$ cat src/rtl/add4simd_lane_packer.sv
// Lane packer for the four-lane 12-bit SIMD adder: gathers scalar add requests into four
// lanes, issues them as packed operands, then replays the sums with their tags in arrival order.
//
// state | meaning
// ------+-------------------------------------------------------------
// FILL  | accepting requests into lanes 0..3, timeout armed once a lane is used
// ISSUE | one cycle; packed operands stable, adder sums captured
// DRAIN | results replayed one lane per out_ready handshake
module add4simd_lane_packer #(
  parameter int TAG_W   = 4,
  parameter int TIMEOUT = 16
) (
  input  logic             ap_clk,
  input  logic             ap_rst_n,
  input  logic             in_valid,
  output logic             in_ready,
  input  logic [11:0]      in_a,
  input  logic [11:0]      in_b,
  input  logic [TAG_W-1:0] in_tag,
  input  logic             flush,
  output logic [47:0]      simd_a,
  output logic [47:0]      simd_b,
  input  logic [47:0]      simd_r,
  output logic             out_valid,
  input  logic             out_ready,
  output logic [11:0]      out_sum,
  output logic [TAG_W-1:0] out_tag,
  output logic             out_last
);

  localparam int TMR_W = (TIMEOUT > 1) ? $clog2(TIMEOUT) : 1;
  localparam logic [TMR_W-1:0] TMR_LOAD = (TIMEOUT > 0) ? TMR_W'(TIMEOUT - 1) : '0;

  typedef enum logic [1:0] {FILL, ISSUE, DRAIN} state_t;

  state_t           state, state_nxt;
  logic [2:0]       cnt;
  logic [1:0]       rd;
  logic [TMR_W-1:0] tmr;
  logic [11:0]      a_q   [4];
  logic [11:0]      b_q   [4];
  logic [11:0]      r_q   [4];
  logic [TAG_W-1:0] tag_q [4];

  logic accept;
  logic last_rd;
  logic tmr_expired;

  assign in_ready    = (state == FILL);
  assign accept      = in_valid && in_ready;
  assign last_rd     = ({1'b0, rd} == (cnt - 3'd1));
  assign tmr_expired = (TIMEOUT != 0) && (cnt != 3'd0) && (tmr == '0);

  assign simd_a = {a_q[3], a_q[2], a_q[1], a_q[0]};
  assign simd_b = {b_q[3], b_q[2], b_q[1], b_q[0]};

  assign out_valid = (state == DRAIN);
  assign out_sum   = out_valid ? r_q[rd]   : '0;
  assign out_tag   = out_valid ? tag_q[rd] : '0;
  assign out_last  = out_valid && last_rd;

  always_comb begin
    state_nxt = state;
    case (state)
      FILL: begin
        // A request accepted alongside flush/timeout still joins the batch being issued.
        if ((accept && cnt == 3'd3) || (flush && (cnt != 3'd0 || accept)) || tmr_expired)
          state_nxt = ISSUE;
      end
      ISSUE:   state_nxt = DRAIN;
      DRAIN:   if (out_ready && last_rd) state_nxt = FILL;
      default: state_nxt = FILL;
    endcase
  end

  always_ff @(posedge ap_clk or negedge ap_rst_n) begin
    if (!ap_rst_n) begin
      state <= FILL;
      cnt   <= '0;
      rd    <= '0;
      tmr   <= '0;
      for (int k = 0; k < 4; k++) begin
        a_q[k]   <= '0;
        b_q[k]   <= '0;
        r_q[k]   <= '0;
        tag_q[k] <= '0;
      end
    end else begin
      state <= state_nxt;
      case (state)
        FILL: begin
          if (accept) begin
            a_q[cnt[1:0]]   <= in_a;
            b_q[cnt[1:0]]   <= in_b;
            tag_q[cnt[1:0]] <= in_tag;
            cnt             <= cnt + 3'd1;
          end
          // Down-counter armed by the first lane; terminal count at zero triggers a partial issue.
          if (accept && cnt == 3'd0)
            tmr <= TMR_LOAD;
          else if (cnt != 3'd0 && tmr != '0)
            tmr <= tmr - 1'b1;
        end
        ISSUE: begin
          for (int k = 0; k < 4; k++)
            r_q[k] <= (3'(k) < cnt) ? simd_r[12*k +: 12] : 12'd0;
          rd <= '0;
        end
        DRAIN: begin
          if (out_ready) begin
            if (last_rd) begin
              cnt <= '0;
              rd  <= '0;
              for (int k = 0; k < 4; k++) begin
                a_q[k] <= '0;
                b_q[k] <= '0;
              end
            end else begin
              rd <= rd + 2'd1;
            end
          end
        end
        default: ;
      endcase
    end
  end

endmodule

$ cat config.mk
export PLATFORM = sky130hd
export DESIGN_NAME = add4simd_lane_packer
export DESIGN_NICKNAME = d
export VERILOG_FILES = /design/src/rtl/add4simd_lane_packer.sv
export SDC_FILE = /design/constraint.sdc
export NUM_CORES = 1
export LEC_CHECK = 0
export CORE_MARGIN = 5
export CORE_UTILIZATION = 49
export CTS_CLUSTER_SIZE = 12
export DETAILED_ROUTE_END_ITERATION = 16
export GPL_TIMING_DRIVEN = 0
export PLACE_DENSITY = 0.87
export SETUP_SLACK_MARGIN = 0.05
export SLEW_MARGIN = 20
export SYNTH_ARGS = -nofsm -noshare
export SYNTH_HDL_FRONTEND = slang
export SYNTH_SLANG_ARGS = --single-unit
$ cat constraint.sdc
create_clock -name ap_clk -period 2.2 [get_ports ap_clk]
set_input_delay 0.44 -clock ap_clk [delete_from_list [all_inputs] [get_ports ap_clk]]
set_output_delay 0.44 -clock ap_clk [all_outputs]
set_load 0.02 [all_outputs]
# Word-level counts from Yosys, hierarchy flattened
# Cells that the tools add are included.
# W data, S select, Z words.
# word_totals
wordCells	104
register_bits	171
in_bits	81
output_inout_bits	115
# op_classes
eq_ne	9
n_reduce_logical	25
bitwise	2
n_lt_le_gt_ge	7
n_addsub	4
mux	37
# op_table
cell	n
$mux W48	4
$pmux W48 S2	2
$bwmux W48	2
$mux W12	8
$bmux W12 S2	1
$demux W12 S2	1
$mux W4	6
$bwmux W16	1
$ne A2 B1 Y1 const B	5
$logic_and A1 B1 Y1	9
$mux W3	3
$bmux W4 S2	1
$demux W4 S2	1
$mux W2	4
$reduce_and A2 Y1	4
$ge A3 B3 Y1 const B	2
$lt A1 B3 Y1 const A	2
$lt A2 B3 Y1 const A	2
$not A2 Y3	2
$pmux W2 S3	1
$pmux W3 S2	1
$reduce_bool A2 Y1	3
$logic_not A4 Y1	1
$pmux W2 S2	1
15 further kinds	17

# Longest topological paths before layout
# depth
depth_word	8
mapped_depth	8
ltp_nobuf	6

# Worst setup path after synthesis
# Ideal clock, no wire load.
# synth_timing
kind	register to output
from	register state[0]
to	output port out_sum[10]
required_ps	1760
slack_ps	174
arrival_ps	1586
path_stages_with_launch	6
path_buffers	2
path_cell_list	dfrtp_1 -> nand2b_1 -> inv_1 -> clkbuf_1 -> clkbuf_1 -> and2_1
# synth_between
elab_chain_len	2
# synth_rtl
item	line_no	rtl
start: declaration	36	state_t state, state_nxt;
start signal: assignment	89	state <= state_nxt;
$eq A2 B2 Y1	57	assign out_valid = (state == DRAIN);
named net out_valid	24	output logic out_valid,
$mux W12	58	assign out_sum = out_valid ? r_q[rd] : '0;
end: declaration	26	output logic [11:0] out_sum,
# The timed path passes the listed nets, and every way through them passes these cells.

# Worst setup path in the final report
# layout_timing
from	register rd[0]
to	output port out_sum[9]
# layout_between
elab_chain_len	5
# layout_rtl
item	line_no	rtl
start: declaration	38	logic [1:0] rd;
start signal: assignment	119	rd <= rd + 2'd1;
$not A2 Y3 (implied by the code)	58	
$bmux W12 S2	58	
$mux W12 (implied by the code) (2 in series)	58	
$mux W12	58	
# Every way passes these cells. The select of a mux whose other input is x is not followed.

==> key figures <==
Layout
  – Fin area: 0.01092 mm^2
  – Final-layout fill cell count: 1049
  – ANT cells: 0
  – Area delta synth->final: 42.17%
  – Layout Nets: 1054
  – Share of layout cells above drive strength 1: 16.24%

STA
  – Slew HR: 57.21%
  – Clock skew: about 0.0073 ns
  – Endpoints failing setup: 16
  – Final worst-path setup slack: -0.1095 ns
  – Fin crit share: 105.0%
  – FMAX: 0.4330 GHz
  – Final Max Tran Viols: 0
  – Hold Violations, Final: 0
  – RSZ-0062 raised after global routing: true
  – Tmin final: 2.310 ns
  – Final setup TNS: -1.308 ns
  – Worst slew pin tran: 0.6419 ns

Critical path
  – CP Buf/Inv Count: 2
  – CP max-delay cell: mux4_2
  – Cell Chain, Critical Path: buf_12 -> mux4_2 -> and2_4 -> buf_6
  – Worst setup EP type: output port
  – Setup crit start kind: flip-flop
  – Worst Setup Path Type: reg -> out
  – CP max stage delay: 0.51 ns
  – CP required: between 1.5 and 2 ns
  – Cell family with most CP delay: multiplexers
  – Crit Path Max Fanout: 8
  – Data arrival, critical path: between 1.5 and 2 ns

Logic synthesis
  – YS warnings: 0
  – Synthesized instance count: 739
  – Post-synth cell types: 39
  – Syn_area_per_cell: 10.40 um^2
  – Register area share after synthesis: a little under three fifths
  – Area share of the largest cell type after synthesis: a little under three fifths
  – Synth Cell Area: between 0.007 and 0.008 mm^2
  – #FFs+latches synth: 171
  – Synth top area cells: dfrtp_1 56%, nand2_1 12%, o211ai_1 9.4%, mux4_2 4.7%, a22o_1 4.1%
  – Syn nets: 826
  – Area leader, netlist: dfrtp_1

Clocking
  – Clk buf depth: 2
  – CTS tree: built
  – CTS buffer count: 17
  – Clk sinks: 171
  – CTS clk-pin slew, worst paths: 0.07 ns
  – H-tree levels: 4
  – Skew-Pair Late Insertion Delay: 0.43 ns
  – CTS Root Cell: clkbuf_16

Power and ir drop
  – Lkg Pwr: a little under 5 nW
  – Tot Pwr: 18.64 mW
  – Maximum VDD drop: 0.8907 mV
  – Pwr Density: 1706 mW/mm^2

Floorplan
  – Starting density of the core: between 50% and 60%
  – Core box area: 0.01531 mm^2
  – Row count: 45
  – # IOs: 196
  – Die width: 135.2 um
  – Die area: 0.01828 mm^2
  – Die height: 135.2 um

GRT
  – Tot GR Track Use: 26.63%
  – Largest net degree at the start of global routing: 62
  – Initial antenna violation count: 0
  – Vias in the first global route: 6969
  – Total gr overflow: 0
  – Global-route wire length before repair: 37750 um

Placement
  – PortBufs: 195
  – RD Place Congestion: 0.8651
  – Post-DP Area: 0.009958 mm^2
  – DP HPWL: around 16000 um
  – Pre-CTS WS: -0.6652 ns

Routing
  – Vias per Instance: 5.800
  – Routed wire length per instance: 20.03 um
  – Routed Antenna Nets: 0
  – Vias post-DR: 6902
  – DRC: 0
  – Initial DRC Count: 550
  – Total Wirelength: 23840 um
  – Total iterations of the first detailed-routing run: 7

Flow run
  – Max-cap violation count: 0

Outcome
  – Failing checks: setup timing
  – Status: finished with violations

Min path
  – Hold Crit Class: reg -> reg
## cell type report
cell class	instances	area (um^2)	share of cell area (%)
clock inverter	12	163.9	1.501
multi-input combinational	512	3301	30.22
clock buffer	19	452.9	4.147
inverter	7	31.28	0.2864
sequential	171	4284	39.23
tap	211	264.0	2.417
timing repair buffer	209	2132	19.52
buffer	49	292.8	2.681
## report_power, final
group | leakage, nW | total (mW) | switching [mW] | internal, mW
registers | 1.93 | 5.64 | 1.04 | 4.60
logic | 2.64 | 9.87 | 5.34 | 4.53
clock network | 0.294 | 3.13 | 1.27 | 1.85
total | 4.86 | 18.6 | 7.65 | 11.0
## cell usage after synthesis
cell type / n
buf_1: 11
nor2b_1: 1
a41oi_1: 1
xnor2_1: 1
o21ai_0: 18
nor2_1: 10
a21boi_0: 1
and2_1: 17
o31ai_1: 2
nand4_1: 1
and3_1: 2
a211oi_1: 1
buf_2: 17
buf_4: 4
mux2_2: 16
nand2_1: 253
nand3_1: 5
o211ai_1: 96
o21a_1: 1
a21oi_1: 3
nand4bb_1: 1
dfrtp_1: 171
inv_1: 7
a21o_1: 1
nor3_1: 1
a31oi_1: 3
nor3b_4: 1
ha_1: 6
nand2b_1: 9
mux4_2: 16
o21bai_1: 2
clkbuf_1: 17
a22o_1: 36
and3b_1: 1
xor2_1: 2
mux2i_1: 1
a41oi_2: 1
a22oi_1: 1
a31o_2: 1
## logic make-up (layout without fill, tap and decap cells)
family	after synthesis	count (layout)	synth area share [%]
adders and majority gates	6	6	0.9772
muxes	33	33	7.166
xor gates and xnor gates	3	3	0.3421
AOI/OAI and AO/OA	168	168	16.42
and+or+nand+nor	302	302	16.19
DFF	171	171	55.70
buffers and inverters	56	296	3.209
## path summary, 6_finish.rpt
kind | to | cells past startpoint | startpoint | slack, ns
min in group asynchronous | simd_a[31]$_DFFE_PN0P_ | 2 | ap_rst_n | 0.54
hold reg to reg | r_q[10]$_DFFE_PN0P_ | 2 | r_q[10]$_DFFE_PN0P_ | 0.49
setup / recovery | out_sum[9] | 4 | rd[0]$_DFFE_PN0P_ | -0.11
max in group asynchronous | state[0]$_DFFE_PN0P_ | 4 | ap_rst_n | 0.70
hold / removal | r_q[10]$_DFFE_PN0P_ | 2 | r_q[10]$_DFFE_PN0P_ | 0.49
setup reg to reg | simd_a[21]$_DFFE_PN0P_ | 9 | cnt[1]$_DFFE_PN0P_ | 0.22
## metal layers
| metal | vias to the layer above | track usage (%) | share of wire [%] | wire length, um |
|---|---|---|---|---|
| met3 | 67 | 6.389 | 8.5 | 2031 |
| met2 | 361 | 43.47 | 49 | 11740 |
| li1 | 3063 | - | - | - |
| met4 | 0 | 10.75 | 3.2 | 773 |
| met1 | 3411 | 34.44 | 39 | 9289 |
| met5 | - | 0 | 0 | 0 |
## what timing repair did
action,in CTS,in global routing
hold buffers,1,0
endpoints found under the setup margin,56,70
gates cloned,1,0
buffers inserted,10,1
hold endpoints to repair,57,0
gates resized for setup,158,18
pin swaps,17,5
## sequential cells by signal, summed over array words and instances, names as in the netlist
signal and flops:
tag_q 16, rd 2, simd_a 48, tmr 4, state 2, r_q 48, cnt 3, simd_b 48
## worst reg2reg max path: cells and delay by family, from the launching register on
kind,cells,cell delay (ns)
DFF,1,0.42
buffers and inverters,4,0.69
AOI/OAI and AO/OA,2,0.32
adders and majority gates,1,0.22
and+or+nand+nor,1,0.08
xor gates and xnor gates,1,0.15
## per-stage QoR
step	cells	utilization, %	hold slack, ns
2_1_floorplan	739	-	0.1444
3_3_place_gp	1145	64.63	0.4570
3_5_place_dp	1147	65.02	0.3879
4_1_cts	1190	71.00	0.4922
5_1_grt	1190	71.32	0.5184
6_report	1190	71.32	0.4942
## placed cells by master, fill, tap and decap left out, types with 2 or more instances in the layout
cell type        Yosys  routed
nand2_1            253     253
clkdlybuf4s50_1      0     175
dfrtp_1            171     167
o211ai_1            96      96
a22o_1              36      36
buf_6                0      19
o21ai_0             18      18
clkbuf_16            0      17
mux2_2              16      16
mux4_2              16      16
and2_4               0      16
buf_2               17      15
buf_4                4      15
clkbuf_1            17      11
buf_1               11       9
nand2b_1             9       8
nor2_1              10       8
inv_1                7       4
nand3_1              5       4
clkbuf_8             0       4
clkbuf_2             0       4
ha_1                 6       4
dfrtp_2              0       4
a31oi_1              3       3
a21oi_1              3       3
buf_12               0       3
clkinvlp_4           0       3
clkinv_4             0       3
bufinv_16            0       3
and3_1               2       2
o31ai_1              2       2
o21bai_1             2       2
inv_4                0       2
ha_4                 0       2
buf_16               0       2
(Power assumes the default switching activity.)
